### config.mk
export PLATFORM = sky130hd
export DESIGN_NAME = fetch_sequencer
export DESIGN_NICKNAME = d
export VERILOG_FILES = /design/src/rtl/fetch_pkg.sv /design/src/rtl/fetch_sequencer_npc_adder.sv /design/src/rtl/fetch_sequencer.sv
export SDC_FILE = /design/constraint.sdc
export NUM_CORES = 1
export LEC_CHECK = 0
export BUFFER_PORTS_ARGS = -buffer_cell sky130_fd_sc_hd__buf_2
export CORE_MARGIN = 4
export CORE_UTILIZATION = 25
export CTS_BUF_LIST = sky130_fd_sc_hd__clkbuf_8
export DETAILED_ROUTE_END_ITERATION = 10
export PLACE_DENSITY = 0.44
export SYNTH_ARGS = -nofsm -noshare
export SYNTH_HDL_FRONTEND = slang
export SYNTH_HIERARCHICAL = 1
export SYNTH_SLANG_ARGS = --single-unit
export TNS_END_PERCENT = 100
### constraint.sdc
create_clock -name clk -period 2.5 [get_ports clk]
set_input_delay 0.25 -clock clk [delete_from_list [all_inputs] [get_ports clk]]
set_output_delay 0.25 -clock clk [all_outputs]
set_load 0.05 [all_outputs]
### src/rtl/fetch_pkg.sv
// ---------------------------------------------------------------------------
// fetch_pkg : shared constants, state encoding and helpers for fetch_sequencer
// Revision  : 1.0
// ---------------------------------------------------------------------------
`default_nettype none

package fetch_pkg;

  localparam int INSN_BYTES = 4;

  localparam logic [1:0] ST_IDLE  = 2'd0;
  localparam logic [1:0] ST_RUN   = 2'd1;
  localparam logic [1:0] ST_STALL = 2'd2;
  localparam logic [1:0] ST_TRAP  = 2'd3;

  typedef logic [1:0] fetch_state_t;

  function automatic logic is_aligned(input logic [1:0] addr_lsbs);
    return addr_lsbs == 2'b00;
  endfunction

endpackage

`default_nettype wire

### src/rtl/fetch_sequencer_npc_adder.sv
// ---------------------------------------------------------------------------
// npc_adder : selects sequential or branch-target PC and forms the matching nPC
// Revision  : 1.0
// ---------------------------------------------------------------------------
`default_nettype none

module npc_adder
  import fetch_pkg::*;
#(
  parameter int ADDR_W = 9
) (
  input  logic [ADDR_W-1:0] seq_pc,
  input  logic [ADDR_W-1:0] br_target,
  input  logic              take_br,
  output logic [ADDR_W-1:0] next_pc,
  output logic [ADDR_W-1:0] next_npc
);

  localparam logic [ADDR_W-1:0] STEP = ADDR_W'(INSN_BYTES);

  // Sum is truncated to ADDR_W bits so the address space wraps naturally.
  always_comb begin
    next_pc  = take_br ? br_target : seq_pc;
    next_npc = next_pc + STEP;
  end

endmodule

`default_nettype wire

### src/rtl/fetch_sequencer.sv
// ---------------------------------------------------------------------------
// fetch_sequencer : SPARC-style PC/nPC fetch sequencer with delay slot, annul
//                   squashing, stall hold and misaligned-target trap
// Revision        : 1.0
// ---------------------------------------------------------------------------
`default_nettype none

module fetch_sequencer
  import fetch_pkg::*;
#(
  parameter int ADDR_W   = 9,
  parameter int RESET_PC = 0,
  parameter int CNT_W    = 16
) (
  input  logic              clk,
  input  logic              clr,
  input  logic              stall,
  input  logic              br_valid,
  input  logic              br_taken,
  input  logic              br_uncond,
  input  logic              br_annul,
  input  logic [ADDR_W-1:0] br_target,
  output logic [ADDR_W-1:0] pc,
  output logic [ADDR_W-1:0] npc,
  output logic              if_valid,
  output logic              squash,
  output logic              trap,
  output logic [CNT_W-1:0]  fetch_cnt
);

  localparam logic [ADDR_W-1:0] PC_RST  = ADDR_W'(RESET_PC);
  localparam logic [ADDR_W-1:0] NPC_RST = ADDR_W'(RESET_PC + INSN_BYTES);
  localparam logic [CNT_W-1:0]  CNT_ONE = CNT_W'(1);

  fetch_state_t      state_q, state_d;
  logic [ADDR_W-1:0] pc_q, pc_d, npc_q, npc_d;
  logic              if_valid_q, if_valid_d;
  logic              squash_q, squash_d;
  logic              trap_q, trap_d;
  logic [CNT_W-1:0]  cnt_q, cnt_d;

  logic              take_br;
  logic              misaligned;
  logic [ADDR_W-1:0] next_pc, next_npc;

  assign take_br    = br_valid & br_taken;
  assign misaligned = take_br & ~is_aligned(br_target[1:0]);

  npc_adder #(
    .ADDR_W (ADDR_W)
  ) u_npc_adder (
    .seq_pc    (npc_q),
    .br_target (br_target),
    .take_br   (take_br),
    .next_pc   (next_pc),
    .next_npc  (next_npc)
  );

  always_comb begin
    state_d    = state_q;
    pc_d       = pc_q;
    npc_d      = npc_q;
    if_valid_d = if_valid_q;
    squash_d   = 1'b0;
    trap_d     = trap_q;
    cnt_d      = cnt_q;

    case (state_q)
      ST_IDLE: begin
        state_d    = ST_RUN;
        if_valid_d = 1'b1;
      end
      ST_RUN, ST_STALL: begin
        if (stall) begin
          state_d = ST_STALL;
        end else begin
          // The instruction at pc is accepted unless it is a killed delay slot.
          if (if_valid_q && !squash_q && (cnt_q != '1)) begin
            cnt_d = cnt_q + CNT_ONE;
          end
          if (misaligned) begin
            state_d    = ST_TRAP;
            trap_d     = 1'b1;
            if_valid_d = 1'b0;
          end else begin
            state_d  = ST_RUN;
            pc_d     = next_pc;
            npc_d    = next_npc;
            squash_d = br_valid & br_annul & (~br_taken | br_uncond);
          end
        end
      end
      default: begin
        state_d = ST_TRAP;
      end
    endcase
  end

  always_ff @(posedge clk) begin
    if (!clr) begin
      state_q    <= ST_IDLE;
      pc_q       <= PC_RST;
      npc_q      <= NPC_RST;
      if_valid_q <= 1'b0;
      squash_q   <= 1'b0;
      trap_q     <= 1'b0;
      cnt_q      <= '0;
    end else begin
      state_q    <= state_d;
      pc_q       <= pc_d;
      npc_q      <= npc_d;
      if_valid_q <= if_valid_d;
      squash_q   <= squash_d;
      trap_q     <= trap_d;
      cnt_q      <= cnt_d;
    end
  end

  assign pc        = pc_q;
  assign npc       = npc_q;
  assign if_valid  = if_valid_q;
  assign squash    = squash_q;
  assign trap      = trap_q;
  assign fetch_cnt = cnt_q;

endmodule

`default_nettype wire

Word-level counts from Yosys, hierarchy flattened --
Cells that the tools add are included.
Word-level totals: register bits 39, input port bits 16, output and inout bits 37
Cells by class: add/subtract/negate cells 2, equality and inequality tests 5, mux-type cells 7, bitwise operators 11, reduce and logical (&&, ||, !) cells 12
Operators with widths (number):
- 16-bit by 1-bit adder with 16-bit output (second input constant) | 1
- 16-bit inequality test (second input constant) | 1
- 3-bit AND reduction | 4
- 9-bit by 3-bit adder with 9-bit output (second input constant) | 1
- 9-bit 2-to-1 mux | 1
- 1-bit inverter | 6
- 1-bit bitwise AND | 4
- 2-bit logical NOT | 2
- 2-bit 2-to-1 mux | 2
- 2-bit inequality test (second input constant) | 2
- 2-bit one-hot mux with 2 select lines | 1
- 4-bit OR reduction | 1
- 2-bit by 1-bit == test with 1-bit output (second input constant) | 1
- 2-bit == test (second input constant) | 1
- 1-bit logical AND | 2
- 1-bit 2-to-1 mux | 2
- 1-bit one-hot mux with 2 select lines | 1
- 2-bit nonzero test | 1
- 2-bit OR reduction | 1
- 1-bit logical NOT | 1
- 1-bit bitwise OR | 1

Logic depth before layout (Yosys ltp) --
Gate-level depths: netlist (run 1).
depth after elaboration 6, mapped depth 12, mapped depth without buffers 10

Modules after synthesis --
Netlist (run 1), hierarchy kept.
Modules (own cells, without submodules):
- fetch_sequencer | instances 1, cells an instance 200, area each 1710.4 µm²
- npc_adder | instances 1, cells an instance 33, area each 287.8 µm²

Least setup slack after synthesis (run 1) --
Ideal clock, no wire load.
kind reg2reg, start point reg cnt_q[0], in the netlist fetch_cnt[0], end point reg cnt_q[5], in the netlist fetch_cnt[5], setup time 0.070 ns, arrival 1.905 ns, required time 2.430 ns, slack 0.524 ns, stages on the path, launching flop included 7, buffers on the path 1, period minus slack after synthesis 1.976 ns, path through dfxtp_1 > ha_1 > nand4_1 > nor4_4 > buf_4 > o21ai_0 > a21oi_1
On the way: cells in the longest elaborated chain, start to end 3, elaborated cells between the ends (all ways) 4
Ends and longest elaborated chain:
- from (decl) | line fetch_sequencer.sv:40 | logic [CNT_W-1:0] cnt_q, cnt_d;
- from (signal assigned) | line fetch_sequencer.sv:115 | cnt_q <= cnt_d;
- branches (longest 3 deep; another with 16-bit by 1-bit adder with 16-bit output)
Several ways; the timed one is not identified. A chain may end at the register's enable or synchronous reset.

Worst setup path after layout (run 1) --
start point reg cnt_q[0], in the netlist fetch_cnt[0], end point reg cnt_q[7], in the netlist fetch_cnt[7]
The elaborated chain is that of the path after synthesis.

==> out/qor.csv, run 1 <==
metric,value,unit
outcome,"complete, no violations",
asyncSetResetFlopFracSynth,0,%
worst-path-max-fanout,12,
floorplan.core_area,7770,sq um
grt_use_met2,17.0,%
sequential_cell_area,781,sq um
drive_gt1_share,28.3,%
hold_path_class,in -> reg,
cts_sinks,39,
cell_family_contributing_the_most_delay_on_the_critical_path,simple AND/OR/NAND/NOR gates,
antenna_cells_inserted,0,
p_per_area,783,nW/um^2
post_synth_num_cell_types,46,
grt-ovfl-total,0,
post-route-min-period,1.91,ns
detail-route-antenna-nets,0,
via_count,1780,
mapped_cell_area,2000,sq um
grt_antenna_before_repair,0,
port_buffers,52,
detail_route.wirelength,5.22,mm
synth.ff_latch_count,39,
syn-instance-count,233,
ctsHtreeMaxLevel,2,
final_hold_viol_count,0,
cts_made_buffers,5,
std_cell_rows,32,
clock_transition_at_the_register_clock_pins_on_the_worst_setup_and_hold_paths_after_cts,0.08,ns
yosysSeqAreaShare,39.1,%
track_usage,11.4,%
post-route-period-util,76.3,%
first_global_vias,1777,
floorplan.initialDensity,25.7,%
worst_min_path_start,br_annul,
cts.repair_timing.setup_buffer_count,0,
post_cts_resize_count,0,
fmax,524,MHz
die_h,97.4,um
clock_tree.root_cell,clkbuf_8,
timing.critical_path.arrival,2.08,ns
ir_worst_vdd,0.297,mV
drc_errors,0,
final_nets,302,
cts.hold.buffers_added,0,
crit_chain,ha_1 -> nand4_1 -> nor4_4 -> nor3_1 -> mux2i_1,
worst_max_slew_margin_expressed_relative_to_the_limit,52.9,%
crit_required,2.68,ns
clkLatencyLatePin,0.29,ns
critPathKind,reg -> reg,
cp.buffers_inverters,0,
power,1.93,mW
met3_usage,2.87,%
gr-usage-met1,15.8,%
yosys_most_used_dff,dfxtp_1,
slew_violations,0,
yosysWarnings,6,
pleak,1.04,nW
fin_worst_skew,0.00758,ns
rsz_0062_raised_after_global_routing,false,
tns,0,ns
fillCellCount,868,
setup_viol,0,
drt-initial-drc-count,65,
drt-wirelength-per-cell,13.6,um
critPathCaptureType,flop,
areaGrowthSynthToFinish,23.1,%
ios,53,
detail_route.vias_per_cell,4.62,
worst_path_max_delay_cell,nor4_4,
postSynthAreaPerCell,8.58,sq um
synth_enable_flop_cells,0,
max_cap_violations,0,
grt_most_used_layer,met2,
critPathMaxStageDelay,0.58,ns
final_core_utilization,31.7,%
drt-pass1-iter-count,4,
multiInputGateArea,1090,sq um
dp_hpwl,3.91,mm
grt_pass1_wl,8.91,mm
regToRegStartpoint,fetch_cnt[0]$_SDFFE_PN0P_,
die-width,97.4,um
clock_path_buffers,2,
tritoncts,yes,
grt_max_degree,21,
die_area,9490,sq um
crit_path_start,fetch_cnt[0]$_SDFFE_PN0P_,
setup.worst_path.start_class,flop,
routabilityCongestion,0.805,
worst_slew_pin_slew,0.705,ns
syn-num-nets,253,
==> layer usage <==
| metal | vias up | wire length, um |
|---|---|---|
| met4 | 0 | 36 |
| met1 | 818 | 2630 |
| met3 | 2 | 203 |
| li1 | 927 | - |
| met2 | 33 | 2350 |
| met5 | - | 0 |
==> sequential cells by signal, indices dropped and copies added (netlist names) <==
register   count
fetch_cnt     16
if_valid       1
npc            9
pc             9
squash         1
state_q        2
trap           1
==> cells in the mapped netlist (all sizes together), types with 6 or more instances <==
cell,n,area (sq um)
inv,8,30.0
nand4,9,83.8
or4,6,45.0
a21oi,28,140
nand2,49,184
buf,8,70.1
nand3,7,35.0
dfxtp,39,781
mux2i,6,60.1
clkbuf,6,22.5
o31ai,6,45.0
==> kinds of logic (layout without fill, tap and decap cells) <==
kind of cell / Yosys count / after routing / synth area share, %
flip-flops: 39 / 39 / 39.1
AND/OR/NAND/NOR: 104 / 104 / 30.1
buffers and inverters: 23 / 73 / 6.32
adder cells (fa/ha/maj): 4 / 4 / 2.50
multiplexers: 11 / 11 / 5.82
AO/OA/AOI/OAI: 47 / 47 / 14.0
XOR/XNOR: 5 / 5 / 2.19
==> power breakdown <==
| part | switching (mW) | total (mW) | internal, mW |
|---|---|---|---|
| sequential | 0.0503 | 0.734 | 0.684 |
| clock | 0.243 | 0.642 | 0.398 |
| combinational | 0.393 | 0.550 | 0.157 |
==> placed cells by master, fill, tap and decap left out, drive strengths merged, types with 3 or more instances in the layout <==
cell type   n
clkbuf      5
o21ai       5
ha          4
o31ai       6
nand2b      5
buf        56
a21oi      28
nor2        4
mux2i       6
dfxtp      39
nand2      49
nand4       9
xnor2       3
nor3        4
mux2        5
inv         8
nand3       7
and2        4
or3         5
and3        3
a211oi      3
or4         6
==> tightest hold or removal path, stage by stage <==
cell and delay (ns):
buf_2 0.10, nand3_1 0.07, nor3_1 0.05
==> final cells by class <==
cell class	instances	area share (%)
Clock buffer	5	2.80
Clock inverter	3	2.75
Inverter	9	1.37
Multi-Input combinational cell	171	44.4
Sequential cell	39	31.7
Tap cell	102	5.19
Timing Repair Buffer	56	11.8
==> path summary, 6_finish.rpt <==
check / cells past startpoint / end / slack (ns)
max: 5 / fetch_cnt[7]$_SDFFE_PN0P_ / 0.59
min: 3 / squash$_SDFF_PP0_ / 0.21
max reg2reg: 5 / fetch_cnt[7]$_SDFFE_PN0P_ / 0.59
min reg2reg: 2 / pc[5]$_SDFFE_PN0P_ / 0.46
==> through the flow <==
stage	instance area (sq um)	worst slack [ns]	cells	hold WS (ns)
global route	2460	0.414	385	0.213
floorplan	2000	0.524	233	0.381
global placement	2320	0.447	377	0.441
detailed placement	2320	0.402	377	0.446
CTS	2460	0.558	385	0.204
finish	2460	0.593	385	0.213
Note: power is estimated with default switching activity, not from simulation.
==> run 2, diff against run 1 <==
PLACE_DENSITY = 0.45   (was 0.44)
clock period = 1.7 ns   (was 2.5 ns; I/O delays follow)
==> run 2 against run 1 <==
Compared with the run above: via count rose by 6.3%; global-route usage about the same; sequential power grew 47%; critical path type unchanged; combinational power up 93%; the flow now finishes with violations (setup timing); clock power grew 25%.
==> out/qor.csv, run 2 (synthesis gave the netlist of run 1 again) <==
metric,value,unit
worst-path-max-fanout,4,
routed-wl-met2,2.48,mm
fin_worst_skew,0.0119,ns
drt-pass1-iter-count,4,
detail-route-antenna-nets,0,
die-width,97.4,um
critPathKind,reg -> reg,
cts_sinks,39,
fin_ws,-0.0562,ns
final_core_utilization,36.3,%
number_of_flip_flops_in_the_largest_register,16,
outcome,finished with violations,
grt_pass1_wl,8.98,mm
clock_path_buffers,2,
drt-wirelength-per-cell,13.1,um
post_place_cells,397,
grt_max_degree,19,
grt-ovfl-total,0,
final_hold_viol_count,0,
post-route-period-util,103,%
setup.worst_path.start_class,flop,
rsz_0062_raised_after_global_routing,true,
worst_min_path_start,br_annul,
floorplan.initialDensity,25.7,%
ctsHtreeMaxLevel,2,
setup_viol,8,
fin_cells,411,
detailroute.wirelength.met3,288,um
cts_made_buffers,5,
r2r_cells,8,
ios,53,
die_area,9490,sq um
final_nets,328,
die_h,97.4,um
worstHoldEndpoint,squash$_SDFF_PP0_,
clock_tree.root_cell,clkbuf_8,
timing.critical_path.arrival,1.99,ns
antenna_cells_inserted,0,
critPathCaptureType,flop,
uppermost_layer_routed,met4,
std_cell_rows,32,
ir_worst_vdd,0.280,mV
tritoncts,yes,
worstReg2RegEnd,fetch_cnt[6]$_SDFFE_PN0P_,
p_per_area,1040,nW/um^2
clkLatencyLatePin,0.29,ns
clock_transition_at_the_register_clock_pins_on_the_worst_setup_and_hold_paths_after_cts,0.08,ns
crit_required,1.93,ns
drt-met1-wl,2.55,mm
regToRegStartpoint,state_q[1]$_SDFF_PN0_,
layout.cells.most_common_list,"buf_2, nand2_1, buf_4",
drive_gt1_share,48.5,%
dp_hpwl,3.97,mm
via_count,1892,
timing.hold.worst_path_depth,3,
post-route-min-period,1.76,ns
pleak,1.21,nW
reg2reg_slack,-0.06,ns
routabilityCongestion,0.795,
drc_errors,0,
worst_slew_pin_slew,0.490,ns
pre_cts_slack,-0.139,ns
areaGrowthSynthToFinish,41.0,%
worst_max_slew_margin_expressed_relative_to_the_limit,67.2,%
floorplan.core_area,7770,sq um
drt-initial-drc-count,59,
failing_checks,setup timing,
most_frequent_standard_cell_in_the_layout_excluding_fill_and_tap_cells,buf_2,
track_usage,11.3,%
hold_path_class,in -> reg,
detail_route.wirelength,5.38,mm
max_cap_violations,0,
port_buffers,52,
grt_antenna_before_repair,0,
fmax,569,MHz
detail_route.vias_per_cell,4.60,
slew_violations,0,
cts.hold.buffers_added,0,
first_global_vias,1862,
==> run 2: what timing repair did <==
action                                  CTS  global route
setup buffers                             5             2
gates cloned                              0             0
endpoints found under the setup margin   30            23
gates resized for setup                   8            25
pin swaps                                14            11
==> run 2: critical path, cell delays in order, from the launching register on <==
cell,delay (ns)
dfxtp_2,0.34
inv_2,0.05
ha_4,0.25
and4bb_1,0.22
buf_6,0.14
buf_4,0.12
nand2_2,0.05
or4_4,0.42
a21oi_2,0.12
==> run 2: report_power, final <==
group,leakage [nW],internal (mW),switching [mW],total (mW)
Combinational,0.824,0.407,0.656,1.06
Clock,0.0612,0.475,0.325,0.800
Sequential,0.324,1.02,0.0607,1.08
Total,1.21,1.90,1.04,2.94
==> run 2: metrics by stage <==
stage          hold slack, ns  instance area [sq um]  power (mW)  TNS [ns]
2_1_floorplan           0.301                   2040        1.75    -0.208
3_3_place_gp            0.442                   2520        2.06     -1.87
3_5_place_dp            0.442                   2520        2.06     -2.31
4_1_cts                 0.134                   2700        2.95    -0.367
5_1_grt                 0.148                   2820        3.13    -0.943
6_report                0.141                   2820        2.94    -0.188
==> run 2: how the worst max path moves through the flow <==
stage,slack [ns],start,depth (start not counted),to
after floorplan,-0.1,br_taken,12,npc[8]$_SDFFE_PN0P_
after global placement,-0.11,state_q[0]$_SDFF_PN0_,7,fetch_cnt[9]$_SDFFE_PN0P_
after detailed placement,-0.14,state_q[0]$_SDFF_PN0_,7,fetch_cnt[10]$_SDFFE_PN0P_
after CTS,-0.09,state_q[1]$_SDFF_PN0_,7,fetch_cnt[10]$_SDFFE_PN0P_
after global routing,-0.12,state_q[1]$_SDFF_PN0_,8,fetch_cnt[6]$_SDFFE_PN0P_
final,-0.06,state_q[1]$_SDFF_PN0_,8,fetch_cnt[6]$_SDFFE_PN0P_
==> run 2: per-layer routing <==
layer | track usage, % | up-vias
met1 | 15.0 | 873
met4 | 3.83 | 0
met2 | 17.5 | 37
li1 | - | 976
met5 | 0 | -
met3 | 3.45 | 6
==> run 2: cell type report <==
| class | count | area, sq um |
|---|---|---|
| multi-input combinational | 171 | 1220 |
| clock buffer | 6 | 82.6 |
| sequential | 39 | 808 |
| fill | 840 | 4950 |
| clock inverter | 2 | 35.0 |
| timing repair buffer | 82 | 508 |
| inverter | 9 | 33.8 |
| tap | 102 | 128 |
